===== src/rtl/reaction_ctrl_fsm_if.sv =====
// rtl/reaction_ctrl_fsm_if.sv - button inputs and display outputs of the reaction-timer controller
interface reaction_ctrl_fsm_if;
  logic        btn_clr;
  logic        btn_start;
  logic        btn_stop;
  logic        led;
  logic [13:0] result;
  logic [1:0]  disp_mode;
  logic [2:0]  state;

  modport master (
    output btn_clr, btn_start, btn_stop,
    input  led, result, disp_mode, state
  );

  modport slave (
    input  btn_clr, btn_start, btn_stop,
    output led, result, disp_mode, state
  );
endinterface


===== src/rtl/reaction_ctrl_fsm.sv =====
// rtl/reaction_ctrl_fsm.sv - reaction-timer trial sequencer: random wait, timed LED, stop/cheat/timeout
module reaction_ctrl_fsm #(
  parameter int TICK_DIV     = 100000,
  parameter int DELAY_MIN_MS = 2000,
  parameter int DELAY_BITS   = 12,
  parameter int MAX_MS       = 1000
) (
  input  logic                clk,
  input  logic                rst,
  reaction_ctrl_fsm_if.slave  bus
);

  localparam int PW = (TICK_DIV > 1) ? $clog2(TICK_DIV) : 1;

  typedef enum logic [2:0] {
    S_IDLE    = 3'd0,
    S_WAIT    = 3'd1,
    S_TIMING  = 3'd2,
    S_DONE    = 3'd3,
    S_CHEAT   = 3'd4,
    S_TIMEOUT = 3'd5
  } state_t;

  state_t        state_q, state_n;
  logic          clr_q, start_q, stop_q;
  logic          clr_e, start_e, stop_e;
  logic [15:0]   lfsr;
  logic [PW-1:0] presc;
  logic          tick;
  logic          presc_clr;
  logic [15:0]   delay_q, delay_n;
  logic [13:0]   count_q, count_n;
  logic          led_q, led_n;
  logic [13:0]   result_q, result_n;
  logic [1:0]    mode_q, mode_n;

  // Button history; reset to 1 so a button held through reset never looks like a press.
  always_ff @(posedge clk or posedge rst) begin
    if (rst) begin
      clr_q   <= 1'b1;
      start_q <= 1'b1;
      stop_q  <= 1'b1;
    end else begin
      clr_q   <= bus.btn_clr;
      start_q <= bus.btn_start;
      stop_q  <= bus.btn_stop;
    end
  end

  assign clr_e   = bus.btn_clr   & ~clr_q;
  assign start_e = bus.btn_start & ~start_q;
  assign stop_e  = bus.btn_stop  & ~stop_q;

  // Free-running Fibonacci LFSR (taps 16,14,13,11) supplying the random wait.
  always_ff @(posedge clk or posedge rst) begin
    if (rst) lfsr <= 16'hACE1;
    else     lfsr <= {lfsr[14:0], lfsr[15] ^ lfsr[13] ^ lfsr[12] ^ lfsr[10]};
  end

  assign tick = (presc == PW'(TICK_DIV - 1));

  // Millisecond prescaler; restarted on WAIT/TIMING entry so the first ms is full length.
  always_ff @(posedge clk or posedge rst) begin
    if (rst)                    presc <= '0;
    else if (presc_clr || tick) presc <= '0;
    else                        presc <= presc + PW'(1);
  end

  // Next-state and next-output decode; clr overrides everything.
  always_comb begin
    state_n   = state_q;
    delay_n   = delay_q;
    count_n   = count_q;
    presc_clr = 1'b0;
    led_n     = 1'b0;
    result_n  = result_q;
    mode_n    = mode_q;
    if (clr_e) begin
      state_n  = S_IDLE;
      result_n = 14'd0;
      mode_n   = 2'b00;
    end else begin
      case (state_q)
        S_IDLE: begin
          result_n = 14'd0;
          mode_n   = 2'b00;
          if (start_e) begin
            state_n   = S_WAIT;
            delay_n   = 16'(DELAY_MIN_MS) + 16'(lfsr[DELAY_BITS-1:0]);
            presc_clr = 1'b1;
          end
        end
        S_WAIT: begin
          mode_n = 2'b00;
          if (stop_e) begin
            state_n  = S_CHEAT;
            result_n = 14'd9999;
            mode_n   = 2'b10;
          end else if (tick) begin
            if (delay_q <= 16'd1) begin
              state_n   = S_TIMING;
              count_n   = 14'd0;
              result_n  = 14'd0;
              mode_n    = 2'b01;
              led_n     = 1'b1;
              presc_clr = 1'b1;
            end else begin
              delay_n = delay_q - 16'd1;
            end
          end
        end
        S_TIMING: begin
          led_n  = 1'b1;
          mode_n = 2'b01;
          if (stop_e) begin
            state_n  = S_DONE;
            led_n    = 1'b0;
            result_n = count_q;
          end else if (tick) begin
            if (count_q + 14'd1 == 14'(MAX_MS)) begin
              state_n  = S_TIMEOUT;
              led_n    = 1'b0;
              count_n  = 14'(MAX_MS);
              result_n = 14'(MAX_MS);
            end else begin
              count_n  = count_q + 14'd1;
              result_n = count_q + 14'd1;
            end
          end
        end
        S_DONE, S_CHEAT, S_TIMEOUT: begin
          led_n = 1'b0;
        end
        default: begin
          state_n  = S_IDLE;
          result_n = 14'd0;
          mode_n   = 2'b00;
        end
      endcase
    end
  end

  // State, counters and registered outputs.
  always_ff @(posedge clk or posedge rst) begin
    if (rst) begin
      state_q  <= S_IDLE;
      delay_q  <= 16'd0;
      count_q  <= 14'd0;
      led_q    <= 1'b0;
      result_q <= 14'd0;
      mode_q   <= 2'b00;
    end else begin
      state_q  <= state_n;
      delay_q  <= delay_n;
      count_q  <= count_n;
      led_q    <= led_n;
      result_q <= result_n;
      mode_q   <= mode_n;
    end
  end

  assign bus.led       = led_q;
  assign bus.result    = result_q;
  assign bus.disp_mode = mode_q;
  assign bus.state     = state_q;

endmodule

===== src/flat_wrapper.sv =====
// flat-port wrapper written by rule: the top's interface ports become plain ports
module reaction_ctrl_fsm_flat 
#(
  parameter int TICK_DIV     = 100000,
  parameter int DELAY_MIN_MS = 2000,
  parameter int DELAY_BITS   = 12,
  parameter int MAX_MS       = 1000
)
  (clk, rst, bus_btn_clr, bus_btn_start, bus_btn_stop, bus_led, bus_result, bus_disp_mode, bus_state);
  reaction_ctrl_fsm_if bus_i ();
  input  logic clk;
  input  logic rst;
  input wire logic [$bits(bus_i.btn_clr)-1:0] bus_btn_clr;
  input wire logic [$bits(bus_i.btn_start)-1:0] bus_btn_start;
  input wire logic [$bits(bus_i.btn_stop)-1:0] bus_btn_stop;
  output wire logic [$bits(bus_i.led)-1:0] bus_led;
  output wire logic [$bits(bus_i.result)-1:0] bus_result;
  output wire logic [$bits(bus_i.disp_mode)-1:0] bus_disp_mode;
  output wire logic [$bits(bus_i.state)-1:0] bus_state;
  assign bus_i.btn_clr = bus_btn_clr;
  assign bus_i.btn_start = bus_btn_start;
  assign bus_i.btn_stop = bus_btn_stop;
  assign bus_led = bus_i.led;
  assign bus_result = bus_i.result;
  assign bus_disp_mode = bus_i.disp_mode;
  assign bus_state = bus_i.state;
  reaction_ctrl_fsm #(.TICK_DIV(TICK_DIV), .DELAY_MIN_MS(DELAY_MIN_MS), .DELAY_BITS(DELAY_BITS), .MAX_MS(MAX_MS)) u_core (.clk(clk), .rst(rst), .bus(bus_i));
endmodule

===== config.mk =====
export PLATFORM = sky130hd
export DESIGN_NAME = reaction_ctrl_fsm_flat
export DESIGN_NICKNAME = d
export VERILOG_FILES = /design/src/rtl/reaction_ctrl_fsm_if.sv /design/src/rtl/reaction_ctrl_fsm.sv /design/src/flat_wrapper.sv
export SDC_FILE = /design/constraint.sdc
export NUM_CORES = 1
export LEC_CHECK = 0
export ABC_AREA = 1
export ABC_CLOCK_PERIOD_IN_PS = 2500
export CAP_MARGIN = 30
export CORE_ASPECT_RATIO = 1.5
export CORE_MARGIN = 2
export CORE_UTILIZATION = 25
export CTS_CLUSTER_DIAMETER = 50
export DETAILED_ROUTE_END_ITERATION = 10
export SYNTH_ARGS = -nofsm -noshare
export SYNTH_HDL_FRONTEND = slang
export SYNTH_SLANG_ARGS = --single-unit

===== constraint.sdc =====
create_clock -name clk -period 2.5 [get_ports clk]
set_input_delay 0.5 -clock clk [delete_from_list [all_inputs] [get_ports clk]]
set_output_delay 0.5 -clock clk [all_outputs]
set_load 0.02 [all_outputs]

After elaboration in Yosys (flattened, before gate mapping)
Index checks and enable logic that the tools add are counted.
{ "word_totals": {"ff_bits": 86, "latchBits": 0, "ram_bits": 0, "rom_bits": 0, "in_bits": 5, "out_inout_bits": 20, "wordCells": 97, "memories": 0} }
{ "op_classes": {"add_sub_neg": 4, "multipliers": 0, "div": 0, "magnitude_cmp": 1, "n_eq_ne": 20, "shift": 0, "n_mux": 42, "n_bitwise": 10, "reduce_logical": 9} }
{ "op_table": {"columns": ["op", "n"], "rows": [
  ["$mux W14", 9],
  ["$mux W16", 4],
  ["$pmux W14 S3", 1],
  ["$pmux W16 S2", 1],
  ["$pmux W14 S2", 1],
  ["$mux W3", 8],
  ["$add A17 B1 Y17 const B", 1],
  ["$eq A17 B17 Y1 const B", 1],
  ["$mux W17", 1],
  ["$le A16 B1 Y1 const B", 1],
  ["$ne A4 B1 Y1 const B", 4],
  ["$sub A16 B1 Y16 const B", 1],
  ["$add A14 B1 Y14 const B", 1],
  ["$eq A14 B10 Y1 const B", 1],
  ["$add A11 B12 Y13 const A", 1],
  ["$pmux W3 S4", 1],
  ["$reduce_and A6 Y1", 2],
  ["$mux W1", 10],
  ["$ne A2 B1 Y1 const B", 5],
  ["$reduce_and A7 Y1", 1],
  ["$eq A3 B2 Y1 const B", 2],
  ["$eq A3 B3 Y1 const B", 2],
  ["$mux W2", 3],
  ["$ne A2 B2 Y1 const B", 3],
  ["other kinds (12)", 21]
]} }

Longest topological paths before layout
Gate-level depths: netlist (run 1).
{ "logic_depth": {"depth_word": 8, "ltp_mapped": 15, "mapped_depth_nobuf": 15} }

Worst setup path before layout (run 1)
OpenSTA, ideal clock, no wires.
{ "synth_path": {"path_kind": "register to register", "startpoint": "reg u_core.state_q[1], in the netlist u_core.bus.state[1]", "endpoint": "reg u_core.delay_q[10]", "setup_time_ps": 130, "t_arrival_ps": 1617, "required_time_ps": 2370, "path_slack_ps": 753, "stages_incl_launch_ff": 11, "n_path_buf": 2, "synth_period_minus_slack_ps": 1747, "cell_sequence": "dfrtp_1 nor2_2 inv_2 nor2_4 inv_2 buf_4 nor2_1 nor3_4 buf_6 o211ai_1 o21ai_0"} }
{ "synth_via": {"elab_chain_len": 3, "elab_cells_between_ends": 9, "cone_classes": "5 x eq/ne; 1 x mux; 3 x reduce/logical"} }
{ "synth_rtl": {"columns": ["item", "line_no", "source"], "rows": [
  ["start: declaration", "reaction_ctrl_fsm.sv:24", "state_t state_q, state_n;"],
  ["start signal: assignment", "reaction_ctrl_fsm.sv:153", "state_q <= state_n;"],
  ["$eq A3 B1 Y1 / $logic_not A3 Y1 (equally long branches)", "reaction_ctrl_fsm.sv:83", "case (state_q)"],
  ["$ne A2 B2 Y1 (no source line) (tied with other cells)", null, null],
  ["$reduce_and A6 Y1 (no source line)", null, null],
  ["end signal: assignment", "reaction_ctrl_fsm.sv:154", "delay_q <= delay_n;"],
  ["end: declaration", "reaction_ctrl_fsm.sv:31", "logic [15:0] delay_q, delay_n;"]
]} }
Several ways; a longest one is shown, not always the timed one.
A chain may end at the register's enable or synchronous reset.

Worst setup path after layout (run 1)
{ "layout_path": {"startpoint": "reg u_core.state_q[1], in the netlist u_core.bus.state[1]", "endpoint": "reg u_core.count_q[4]"} }
{ "layout_via": {"elab_chain_len": 3, "elab_cells_between_ends": 10, "cone_classes": "7 x eq/ne; 1 x mux; 2 x reduce/logical"} }
{ "layout_rtl": {"columns": ["item", "line_no", "source"], "rows": [
  ["$eq A3 B2 Y1 / $eq A3 B1 Y1 (equally long branches)", "reaction_ctrl_fsm.sv:83", null],
  ["$ne A2 B2 Y1 (no source line) (tied with other cells)", null, null],
  ["$reduce_and A7 Y1 (no source line)", null, null],
  ["end signal: assignment", "reaction_ctrl_fsm.sv:155", "count_q <= count_n;"],
  ["end: declaration", "reaction_ctrl_fsm.sv:32", "logic [13:0] count_q, count_n;"]
]} }
Several ways; a longest one is shown, not always the timed one.

==> impl_results.md, run 1 <==
- CTS resizes: 0
- Crit path cell chain: nor2_2 > inv_2 > nor2_4 > inv_2 > nand2_1 > inv_2 > nor2_1 > nand3_1 > inv_2 > nand2_2 > o22ai_1
- PortBufs: 24
- Share of flip-flops with an asynchronous set or reset: 100%
- Max-slew violations: 0
- Cell Area, Synth: 0.00471 mm²
- Worst-Margin Slew: 0.478 ns
- WL final: 11200 µm
- First-pass GRT wire length: 19400 µm
- Wire length on met2: 6230 µm
- Critical path launch point type: flip-flop
- Layout area overhead: 18.4%
- Final period utilization: 86.8%
- DR iter-0 viols: 264
- DIE HEIGHT: 172 µm
- Cell area power density: 927 mW/mm²
- Pleak: 0.00259 µW
- RSZ-0062 raised after global routing: false
- Clk slew on worst S/H paths: 0.07 ns
- Row count: 61
- Setup Fix Bufs, Post-CTS: 0
- Post-cts hold buffer count: 0
- Metal3 WL: 230 µm
- Final Skew: 0.00579 ns
- Register Area: 0.00217 mm²
- Share of cells above drive strength 1: 13.5%
- Design Area, Final: 0.00557 mm²
- Critical path arrival: 2.43 ns
- Cells after Synth: 584
- Clock buffer depth: 2
- DIE AREA: 0.0200 mm²
- Commonest non-fill, non-tap cell in the layout: nand2_1
- Max_cap viols: 0
- Most frequent cells in the layout: nand2_1 (141), dfrtp_1 (75), nor2_1 (68)
- Worst Min Path Start: u_core.lfsr[14]
- Synth Area in Compound Gates: 11.7%
- Design Power: 5160 µW
- Die X: 116 µm
- Post-detail-place hpwl: 8370 µm
- Multiplexer share of the synthesized area: 0%
- Post-Synth XOR/XNOR Area: 3.16%
- Crit path max fanout: 21
- Post-route ant nets: 0
- Largest net degree at the start of global routing: 87
- Most used DFF post-synth: dfrtp_1
- Post-synthesis simple-gate area fraction: 31.3%
- Root Buffer: clkbuf_16
- Worst hold slack: 0.352 ns
- Multi-input logic area: 0.00224 mm²
- Number of flops mapped to enable cells by yosys: 0
- Drt first pass iters: 5
- Post-DP Area: 0.00529 mm²
- Setup CP Type: reg -> reg
- Synthesized-area fraction occupied by adder cells: 1.33%
- CP endpoint kind: flip-flop
- Maximum vdd ir drop: 0.000327 V
- RD Place Congestion: 0.873
- Number of synthesized register bits: 86
- Fmax achieved: 0.461 GHz
- Starting Density: 25.5%
- Largest family of logic cells by synthesized area: simple AND/OR/NAND/NOR gates
- Total track usage: 12.4%
- Core Box Area: 0.0185 mm²
- I/O pin cnt: 25
- CTS tree: done
- Avg Cell Area, Syn: 8.06 µm²
- Grt ovf: 0
- Slowest cell delay on critical path: 0.44 ns
- CP Launch Point: u_core.bus.state[1]
- Nets@finish: 628
- CP max stage cell: dfrtp_1
- RR Startpoint: u_core.bus.state[1]
- Distinct cells, synth: 47
- CTS buffer count: 9
- Outcome: complete, no violations
- Layout fillers: 2037
- Vias: 3880
- Sequential element share of the synthesized area: 46.0%
- H-tree levels: 3
- Final setup vio count: 0
- DRT met1 WL: 4370 µm
- Routed len/inst: 12.8 µm
- Worst skew pair latency: 0.35 ns
- Setup TNS: 0 ns
- Remaining routing DRC violations: 0
- Initial antenna violation count: 0
- Final hold viol count: 0
- Clock sinks: 86
- Post-synthesis net count: 594
- Avg Vias per Cell: 4.43
- DR top layer: met4
- Min-delay worst type: reg -> reg
- Antenna cell count: 0
- Synth Warn #: 0
- CP required: 2.76 ns
- Min Tclk post-route: 2.17 ns
- Relative slew slack: 68.1%
- CP dominant cell by count: inv_2
- Vias in the first global route: 4060
==> power by group <==
part	internal, µW	switching [µW]
registers	1650	250
logic	736	1240
clock network	689	596
==> final cells by class <==
cell class	count	area share, %
Clock buffer	9	4.04
Multi-Input combinational cell	424	40.1
Tap cell	252	5.66
Sequential cell	86	38.9
Clock inverter	7	1.01
Timing Repair Buffer	32	5.84
Inverter	65	4.45
==> stage by stage <==
stage	worst slack (ns)	utilization (%)	instances
after global placement	0.187	28.6	859
after detailed placement	0.187	28.6	859
after floorplan	0.753	-	584
after CTS	0.341	30.2	875
after global routing	0.0942	30.2	875
final	0.331	30.2	875
==> state kept, by name, summed over array words and instances (netlist names), 2 cells and up <==
signal / count
u_core.delay_q: 16
u_core.bus.disp_mode: 2
u_core.bus.result: 14
u_core.count_q: 14
u_core.presc: 17
u_core.lfsr: 16
u_core.bus.state: 3
==> routing by layer <==
| metal | global-route usage [%] | vias up |
|---|---|---|
| met4 | 6.21 | 0 |
| met2 | 23.5 | 47 |
| li1 | - | 1995 |
| met3 | 2.17 | 21 |
| met5 | 0 | - |
| met1 | 13.0 | 1817 |
==> cells in the mapped netlist (8+ instances only) <==
master,number,area [µm²]
o22ai_1,11,68.8
dfstp_2,11,289
inv_1,55,206
nor3_1,10,50.1
nor2_1,68,255
nand2_1,141,529
nand4_1,10,62.6
a21oi_1,14,70.1
xnor2_1,8,70.1
xor2_1,9,78.8
nand2_2,8,50.1
o21ai_1,13,65.1
nand3_1,33,165
o21ai_0,27,135
inv_2,8,30.0
dfrtp_1,75,1880
==> worst max-delay path: cells and delay by family, from the launching register on <==
kind / cells / cell delay (ns)
buf+inv: 4 / 0.59
simple gates: 6 / 0.89
compound gates: 1 / 0.16
flops: 1 / 0.44
==> final timing paths <==
path,cells past startpoint,slack (ns),endpoint
worst max-delay path,11,0.33,u_core.count_q[4]
worst min-delay path,0,0.35,u_core.lfsr[15]
worst max register to register,11,0.33,u_core.count_q[4]
worst min register to register,0,0.35,u_core.lfsr[15]
max in group asynchronous,3,1.48,u_core.clr_q
min in group asynchronous,3,0.61,u_core.delay_q[4]
==> cells by family after synthesis <==
family,after synthesis
AND/OR/NAND/NOR,311
AO/OA/AOI/OAI,91
flip-flops,86
adder cells (fa/ha/maj),5
buffers and inverters,74
XOR/XNOR,17
(Power assumes the default switching activity.)
==> run 2, diff against run 1 <==
Settings changed: GPL_TIMING_DRIVEN from default to 0.
==> run 2 against run 1 <==
Via count grew 2.1%; worst setup slack got worse by 0.054 ns; clock power increased by 13%; routed wire length fell by 0.45%; critical endpoint is now u_core.presc[7]; highest routed layer unchanged.
==> impl_results.md, run 2 (synthesis results as in run 1) <==
- Die X: 116 µm
- Max reg flops: 17
- Post-route ant nets: 0
- Maximum vdd ir drop: 0.000440 V
- Final setup vio count: 0
- Remaining routing DRC violations: 0
- CP max stage cell: o41ai_2
- Starting Density: 25.5%
- Max-slew violations: 0
- Number of buffers and inverters on the critical path: 2
- Clock sinks: 86
- CP required: 2.70 ns
- Final hold viol count: 0
- Min Tclk post-route: 2.22 ns
- CTS buffer count: 9
- Vias in the first global route: 3994
- Top Registers: u_core.presc x17, u_core.delay_q x16, u_core.lfsr x16
- Row count: 61
- Max_cap viols: 0
- Post-cts hold buffer count: 0
- Antenna cell count: 0
- Nets@finish: 631
- Setup CP Type: in -> reg
- Worst-Margin Slew: 0.806 ns
- Vias: 3963
- RD Place Congestion: 0.887
- Routed len/inst: 12.7 µm
- Gr busiest metal: met2
- Avg Vias per Cell: 4.51
- DIE AREA: 0.0200 mm²
- Layout area overhead: 19.6%
- Drt first pass iters: 5
- First-pass GRT wire length: 19100 µm
- CP endpoint kind: flip-flop
- Worst hold slack: 0.358 ns
- Layout fillers: 2005
- I/O pin cnt: 25
- Critical path arrival: 2.43 ns
- Share of cells above drive strength 1: 12.9%
- Critical path launch point type: input pin
- RSZ-0062 raised after global routing: false
- M1 GR Usage: 12.8%
- Total track usage: 12.1%
- Post-detail-place hpwl: 8550 µm
- Root Buffer: clkbuf_16
- Fin cells: 878
- Crit path cell chain: clkdlybuf4s50_1 > nand2_1 > o41ai_2 > clkbuf_1 > nor3b_1
- DIE HEIGHT: 172 µm
- WL final: 11200 µm
- Placed cell count: 862
- Met2 Usage GRT: 22.2%
- Commonest non-fill, non-tap cell in the layout: nand2_1
- Most frequent cells in the layout: nand2_1 (141), dfrtp_1 (75), nor2_1 (68)
- Pleak: 0.00259 µW
- CTS tree: done
- PortBufs: 24
- Worst skew pair latency: 0.34 ns
- Clock buffer depth: 2
- Core Box Area: 0.0185 mm²
- Initial antenna violation count: 0
- Cell area power density: 956 mW/mm²
- Fmax achieved: 0.450 GHz
- H-tree levels: 3
- Largest Register: u_core.presc
- Clk slew on worst S/H paths: 0.06 ns
- Crit path max fanout: 10
- Final Skew: 0.0129 ns
- DR iter-0 viols: 158
- Final period utilization: 88.9%
- Relative slew slack: 45.7%
- Min-delay worst type: reg -> reg
- Slowest cell delay on critical path: 0.77 ns
- Grt ovf: 0
- GR Util met3: 1.93%
- Outcome: complete, no violations
- Largest net degree at the start of global routing: 38
- Critical path's top delay family: buffers and inverters
==> run 2: path summary, 6_finish.rpt <==
kind / from / endpoint / slack, ns / cells past startpoint
worst min-delay path: u_core.lfsr[14] / u_core.lfsr[15] / 0.36 / 0
worst min register to register: u_core.lfsr[14] / u_core.lfsr[15] / 0.36 / 0
min in group asynchronous: rst / u_core.delay_q[14] / 0.58 / 2
worst max register to register: u_core.delay_q[9] / u_core.bus.result[4] / 0.46 / 11
worst max-delay path: bus_btn_start / u_core.presc[7] / 0.28 / 5
max in group asynchronous: rst / u_core.clr_q / 1.07 / 4
==> run 2: metrics by stage <==
stage	cell area [µm²]	setup WS (ns)	total power, µW	TNS [ns]	utilization [%]
6_report	5630	0.277	5380	0	30.5
5_1_grt	5630	0.103	5800	0	30.5
4_1_cts	5620	0.191	5460	0	30.4
3_5_place_dp	5310	-0.153	3990	-2.54	28.7
3_3_place_gp	5270	-0.142	3950	-4.56	28.5
2_1_floorplan	4710	0.753	3330	0	-
==> run 2: repair_timing <==
action                                  4_1_cts  5_1_grt
buffers inserted                              0        0
endpoints found under the setup margin        0        1
gates resized for setup                       0        1
==> run 2: per-layer routing <==
| metal | part of all wire (%) | routed length (µm) |
|---|---|---|
| met1 | 39 | 4390 |
| met2 | 54 | 6010 |
| met3 | 2.2 | 241 |
| met4 | 4.6 | 512 |
| met5 | 0 | 0 |
==> run 2: area by class of cell <==
class,count,area (µm²),share of cell area [%]
inverter,65,248,4.40
tap,252,315,5.60
clock inverter,5,83.8,1.49
sequential,86,2170,38.5
timing repair buffer,26,280,4.98
buffer,9,60.1,1.07
multi-input combinational,424,2240,39.8
clock buffer,11,233,4.14
==> run 2: power breakdown <==
group	switching [µW]	internal [µW]	total [µW]
clock network	569	881	1450
logic	1280	754	2040
registers	241	1650	1890
total	2090	3280	5380
